--- src/rtl/aes_ctrl_pkg.sv ---
// Shared control definitions for the AES cipher unit.
//   state_t          : key-load sequencer states
//   AES128_ROUNDS    : cipher rounds for AES-128
//   AES128_KEY_SLOTS : round-key slots (rounds + initial AddRoundKey)
//   SLOT_SEL_W       : width of the slot select code
package aes_ctrl_pkg;

  typedef enum logic [2:0] {
    IDLE,
    LOAD,
    ROUND,
    FINAL,
    DONE
  } state_t;

  localparam int unsigned AES128_ROUNDS    = 10;
  localparam int unsigned AES128_KEY_SLOTS = AES128_ROUNDS + 1;
  localparam int unsigned SLOT_SEL_W       = 4;

endpackage

--- src/rtl/aes_round_key_sequencer.sv ---
// Steps the cipher unit's round-key demux through slots 0..NUM_ROUNDS,
// taking one round key per valid/ready transfer from key expansion.
// Ports:
//   clk       : system clock, rising edge
//   rst_n     : synchronous active-low reset
//   start     : begin a key-load sequence (honoured only in IDLE)
//   abort     : cancel the sequence, return to IDLE
//   rk_valid  : key expansion presents a round key
//   rk_ready  : sequencer accepts a round key this cycle
//   sel       : demux slot select, binary slot index 0..NUM_ROUNDS
//   wr_en     : demux data-enable, high only on an accepted transfer
//   first_rnd : current slot is 0
//   last_rnd  : current slot is NUM_ROUNDS
//   busy      : sequence in progress
//   done      : one-cycle pulse after the last slot is written
module aes_round_key_sequencer
  import aes_ctrl_pkg::*;
#(
  parameter int unsigned NUM_ROUNDS = AES128_ROUNDS,
  parameter int unsigned SEL_W      = SLOT_SEL_W
) (
  input  logic             clk,
  input  logic             rst_n,
  input  logic             start,
  input  logic             abort,
  input  logic             rk_valid,
  output logic             rk_ready,
  output logic [SEL_W-1:0] sel,
  output logic             wr_en,
  output logic             first_rnd,
  output logic             last_rnd,
  output logic             busy,
  output logic             done
);

  localparam logic [SEL_W-1:0] PRE_LAST_SEL = SEL_W'(NUM_ROUNDS - 1);

  state_t           state;
  state_t           state_nx;
  logic [SEL_W-1:0] sel_nx;
  logic             accepting;
  logic             xfer;

  // Ready is decoded from state but must drop in the same cycle as abort,
  // so it stays combinational rather than registered.
  assign accepting = (state == LOAD) || (state == ROUND) || (state == FINAL);
  assign rk_ready  = accepting && !abort;
  assign xfer      = rk_valid && rk_ready;
  assign wr_en     = xfer;

  always_comb begin
    state_nx = state;
    sel_nx   = sel;
    if (abort) begin
      state_nx = IDLE;
      sel_nx   = '0;
    end else begin
      case (state)
        IDLE: begin
          if (start) begin
            state_nx = LOAD;
            sel_nx   = '0;
          end
        end
        LOAD: begin
          if (xfer) begin
            sel_nx   = sel + 1'b1;
            state_nx = (NUM_ROUNDS == 1) ? FINAL : ROUND;
          end
        end
        ROUND: begin
          if (xfer) begin
            sel_nx = sel + 1'b1;
            if (sel == PRE_LAST_SEL) begin
              state_nx = FINAL;
            end
          end
        end
        FINAL: begin
          // sel stays at NUM_ROUNDS through DONE so it never reaches
          // an unused demux code.
          if (xfer) begin
            state_nx = DONE;
          end
        end
        DONE: begin
          state_nx = IDLE;
          sel_nx   = '0;
        end
        default: begin
          state_nx = IDLE;
          sel_nx   = '0;
        end
      endcase
    end
  end

  // Status flags are registered from the next state so they line up
  // exactly with the state register without extra decode on the outputs.
  always_ff @(posedge clk) begin
    if (!rst_n) begin
      state     <= IDLE;
      sel       <= '0;
      first_rnd <= 1'b0;
      last_rnd  <= 1'b0;
      busy      <= 1'b0;
      done      <= 1'b0;
    end else begin
      state     <= state_nx;
      sel       <= sel_nx;
      first_rnd <= (state_nx == LOAD);
      last_rnd  <= (state_nx == FINAL);
      busy      <= (state_nx != IDLE);
      done      <= (state_nx == DONE);
    end
  end

endmodule

--- config.mk ---
export PLATFORM = sky130hd
export DESIGN_NAME = aes_round_key_sequencer
export DESIGN_NICKNAME = d
export VERILOG_FILES = /design/src/rtl/aes_ctrl_pkg.sv /design/src/rtl/aes_round_key_sequencer.sv
export SDC_FILE = /design/constraint.sdc
export NUM_CORES = 1
export LEC_CHECK = 0
export ABC_AREA = 1
export BUFFER_PORTS_ARGS = -buffer_cell sky130_fd_sc_hd__buf_4
export CAP_MARGIN = 20
export CORE_MARGIN = 2
export CORE_UTILIZATION = 25
export CTS_CLUSTER_SIZE = 28
export DETAILED_ROUTE_END_ITERATION = 7
export GPL_ROUTABILITY_DRIVEN = 0
export GPL_TIMING_DRIVEN = 0
export PLACE_DENSITY = 0.51
export SYNTH_ARGS = -nofsm -noshare
export SYNTH_HDL_FRONTEND = slang
export SYNTH_SLANG_ARGS = --single-unit
--- constraint.sdc ---
create_clock -name clk -period 1.4 [get_ports clk]
set_input_delay 0.21 -clock clk [delete_from_list [all_inputs] [get_ports clk]]
set_output_delay 0.21 -clock clk [all_outputs]
set_load 0.02 [all_outputs]
==> parameters.txt <==
Parameter                              Value

Status
  Run status ... complete, no violations

Routing
  Violation count after the first detailed-route iteration ... 8
  Routed wirelength normalized by instance count ... ~9.0 µm
  Number of iterations in the first detailed-routing pass ... 2
  Routed wire length ... between 1000 and 1500 µm
  Number of remaining DRC errors ... 0
  Post-route ant nets ... 0
  Total vias in the final route ... 547
  Via density ... ~4.1

Timing
  Max Clock Freq ... between 0.7 and 0.8 GHz
  Setup repair after global routing missed its margin ... yes
  Headroom to the max-slew limit ... 76.63%
  Worst Max-Slew Pin Slew ... 346.9 ps
  Final setup violation count ... 0
  Number of pins exceeding their max-slew limit in the final report ... 0
  Final Hold Violating Endpoints ... 0
  Final critical path time including I/O delays and setup ... about 1300 ps
  Worst setup slack after layout ... roughly 55 ps
  Setup Skew ... 1.607 ps
  Final worst hold slack ... roughly 160 ps
  Final total negative setup slack ... 0 ps
  Post-route fraction of the period consumed by the critical path ... 96.08%

Layout
  Most frequent cells in the layout ... 18 x nand2_1, 16 x inv_1, 14 x buf_4, 9 x nor2_1, 7 x dfxtp_1
  Sequential standard cell area ... roughly 230 µm²
  Diodes inserted ... 0
  Area growth from synthesis to final layout ... 29.92%
  Post-Layout Inst Area ... 793.3 µm²
  Fraction of layout cells with a size suffix above 1 ... 37.74%
  Commonest non-fill, non-tap cell in the layout ... nand2_1
  Final Net Count ... 114
  Multi-input combinational cell area ... 326.6 µm²
  Number of filler cells placed in the layout ... 259

Floorplan
  I/O pin total ... 15
  Die Wd ... 53.42 µm
  Core area ... 0.002255 mm²
  Cell Rows ... 17
  Total Die Area ... ~0.0029 mm²
  Initial Util ... between 20% and 30%
  Vertical extent of the die ... 53.42 µm

Power and ir drop
  Worst VDD drop ... 0.0003611 V
  Power density over cell area ... 798.4 mW/mm²
  Power, Total ... ~0.00063 W
  Pleak ... approximately 0.38 nW

Job
  Max Cap Viol ... 0

Global routing
  Vias in the first global route ... 510
  Global route total overflow ... 0
  Initial antenna violation count ... 0
  Combined global-route utilization of all metal layers ... between 10% and 20%
  Pin count of the biggest net entering global routing ... 8
  First-pass GRT wire length ... 2056 µm

Worst setup path
  Most common cell type on the critical path ... nand2_2
  Critical path class ... reg2out
  Cell family with most CP delay ... flip-flops
  Slowest cell on the critical path ... dfxtp_1
  R2R Path End ... last_rnd
  R2R setup slack ... 130 ps
  Crit end category ... output pin
  FF-to-FF path depth ... 9
  Cells along the critical path ... inv_2, nand2_2, nand2_2, nor2_4, buf_4
  Cell depth of the worst setup path ... 5
  Data arrival time at the worst-slack endpoint ... 1140 ps
  Crit-path max cell delay ... 370 ps
  Number of buffer and inverter stages on the critical path ... 2
  Crit-path max FO ... 4
  Worst reg2reg path startpoint ... sel[1]
  Startpoint type of the worst setup path ... flip-flop
  Required time of the critical path ... 1190 ps

CTS
  Hold-fix buffers at CTS ... 0
  Clock tree from TritonCTS ... yes
  H-tree Lvls ... 1
  Clock-pin slew of the registers on the worst-case setup and hold paths ... 70 ps
  Root cell of the clock tree ... clkbuf_4
  Deepest clock path buffer count ... 2
  Clock sink count ... 11
  Clock latency on the worst-skew pair ... 260 ps
  TritonCTS buffer count ... 3

Synthesis
  Share of the yosys chip area belonging to registers ... 36.07%
  Synth warn ... 0
  Nets in the synthesized netlist ... 95
  Post-Synthesis Cells ... 88
  Summed instance area of the synthesized netlist ... 610.6 µm²
  Number of different library cells in the post-synthesis netlist ... 19
  Mean instance size in the synthesized netlist ... 6.938 µm²
  Flip-flop and latch count after synthesis ... 11

Worst hold path
  Critical hold path startpoint ... rst_n
  WHS Path Cells ... 3
  WHS Endpoint ... state[0]
  Hold Path Class ... in2reg

Place
  Post-detailed-placement cell area ... 750.7 µm²
  Post-DP HPWL ... about 930 µm
  Dpl ws ... between 100 and 150 ps
  Number of port buffers ... 14
[cells in the mapped netlist, drive strengths merged]
cell   number  area, µm²
nand2      24      102.6
inv        19      71.32
nor2       16      96.34
dfxtp      11      220.2
nand3       7      40.04
a21oi       3      18.77
o21ai       3      15.01
ha          2      25.02
a31oi       1      6.260
and2        1      6.260
xnor2       1      8.760
[final cells by class]
cell class,instances,area share (%)
Clock inverter,1,0.6309
Clock buffer,3,2.839
Tap cell,28,4.416
Inverter,19,8.991
Timing Repair Buffer,14,13.25
Multi-Input combinational cell,58,41.17
Sequential cell,11,28.71
[sequential cells by signal, indices dropped and copies added, names as in the netlist]
| signal | cells |
|---|---|
| busy | 1 |
| sel | 4 |
| last_rnd | 1 |
| done | 1 |
| first_rnd | 1 |
| state | 3 |
[metrics by stage]
step / utilization [%] / cells
after floorplan: - / 88
after global routing: 35.18 / 134
after detailed placement: 33.30 / 130
final: 35.18 / 134
after CTS: 34.52 / 134
after global placement: 33.30 / 130
[worst register-to-register path, cell delays in order (launching register included)]
cell and delay (ps):
dfxtp_2 370, inv_1 50, ha_1 160, nand3_1 80
nor2_1 50, nand2_1 60, nand2_1 40, nor2_1 120
nor2_2 70, and2_1 150
[layer usage]
metal,GRT usage (%),part of all wire (%),vias up
li1,-,-,297
met1,11.84,43,236
met2,16.05,49,12
met3,4.520,6.7,2
met4,3.846,1.1,0
met5,0,0,-
[worst max path at each step]
stage,startpoint,to
floorplan,sel[1],last_rnd
global route,state[0],wr_en
CTS,state[2],wr_en
global placement,sel[0],first_rnd
detailed placement,sel[1],last_rnd
finish,state[0],wr_en
[timing repair]
item,CTS,global route
resized for setup,0,8
endpoints found under the setup margin,0,7
hold endpoints to repair,0,0
buffers inserted,0,0
[power by group]
part           leakage, nW  switching (W)  internal (W)
Sequential          0.0915     0.00000566      0.000319
Clock               0.0177       0.000108      0.000106
Combinational        0.275      0.0000589     0.0000366
[kinds of logic after synthesis]
kind of cell / count (synthesis) / share of synthesized area, %
xor gates and xnor gates: 1 / 1.435
buffers and inverters: 19 / 11.68
and+or+nand+nor: 48 / 40.16
AOI/OAI and AO/OA: 7 / 6.558
DFF: 11 / 36.07
adders and majority gates: 2 / 4.098
Note: power is estimated with default switching activity, not from simulation.
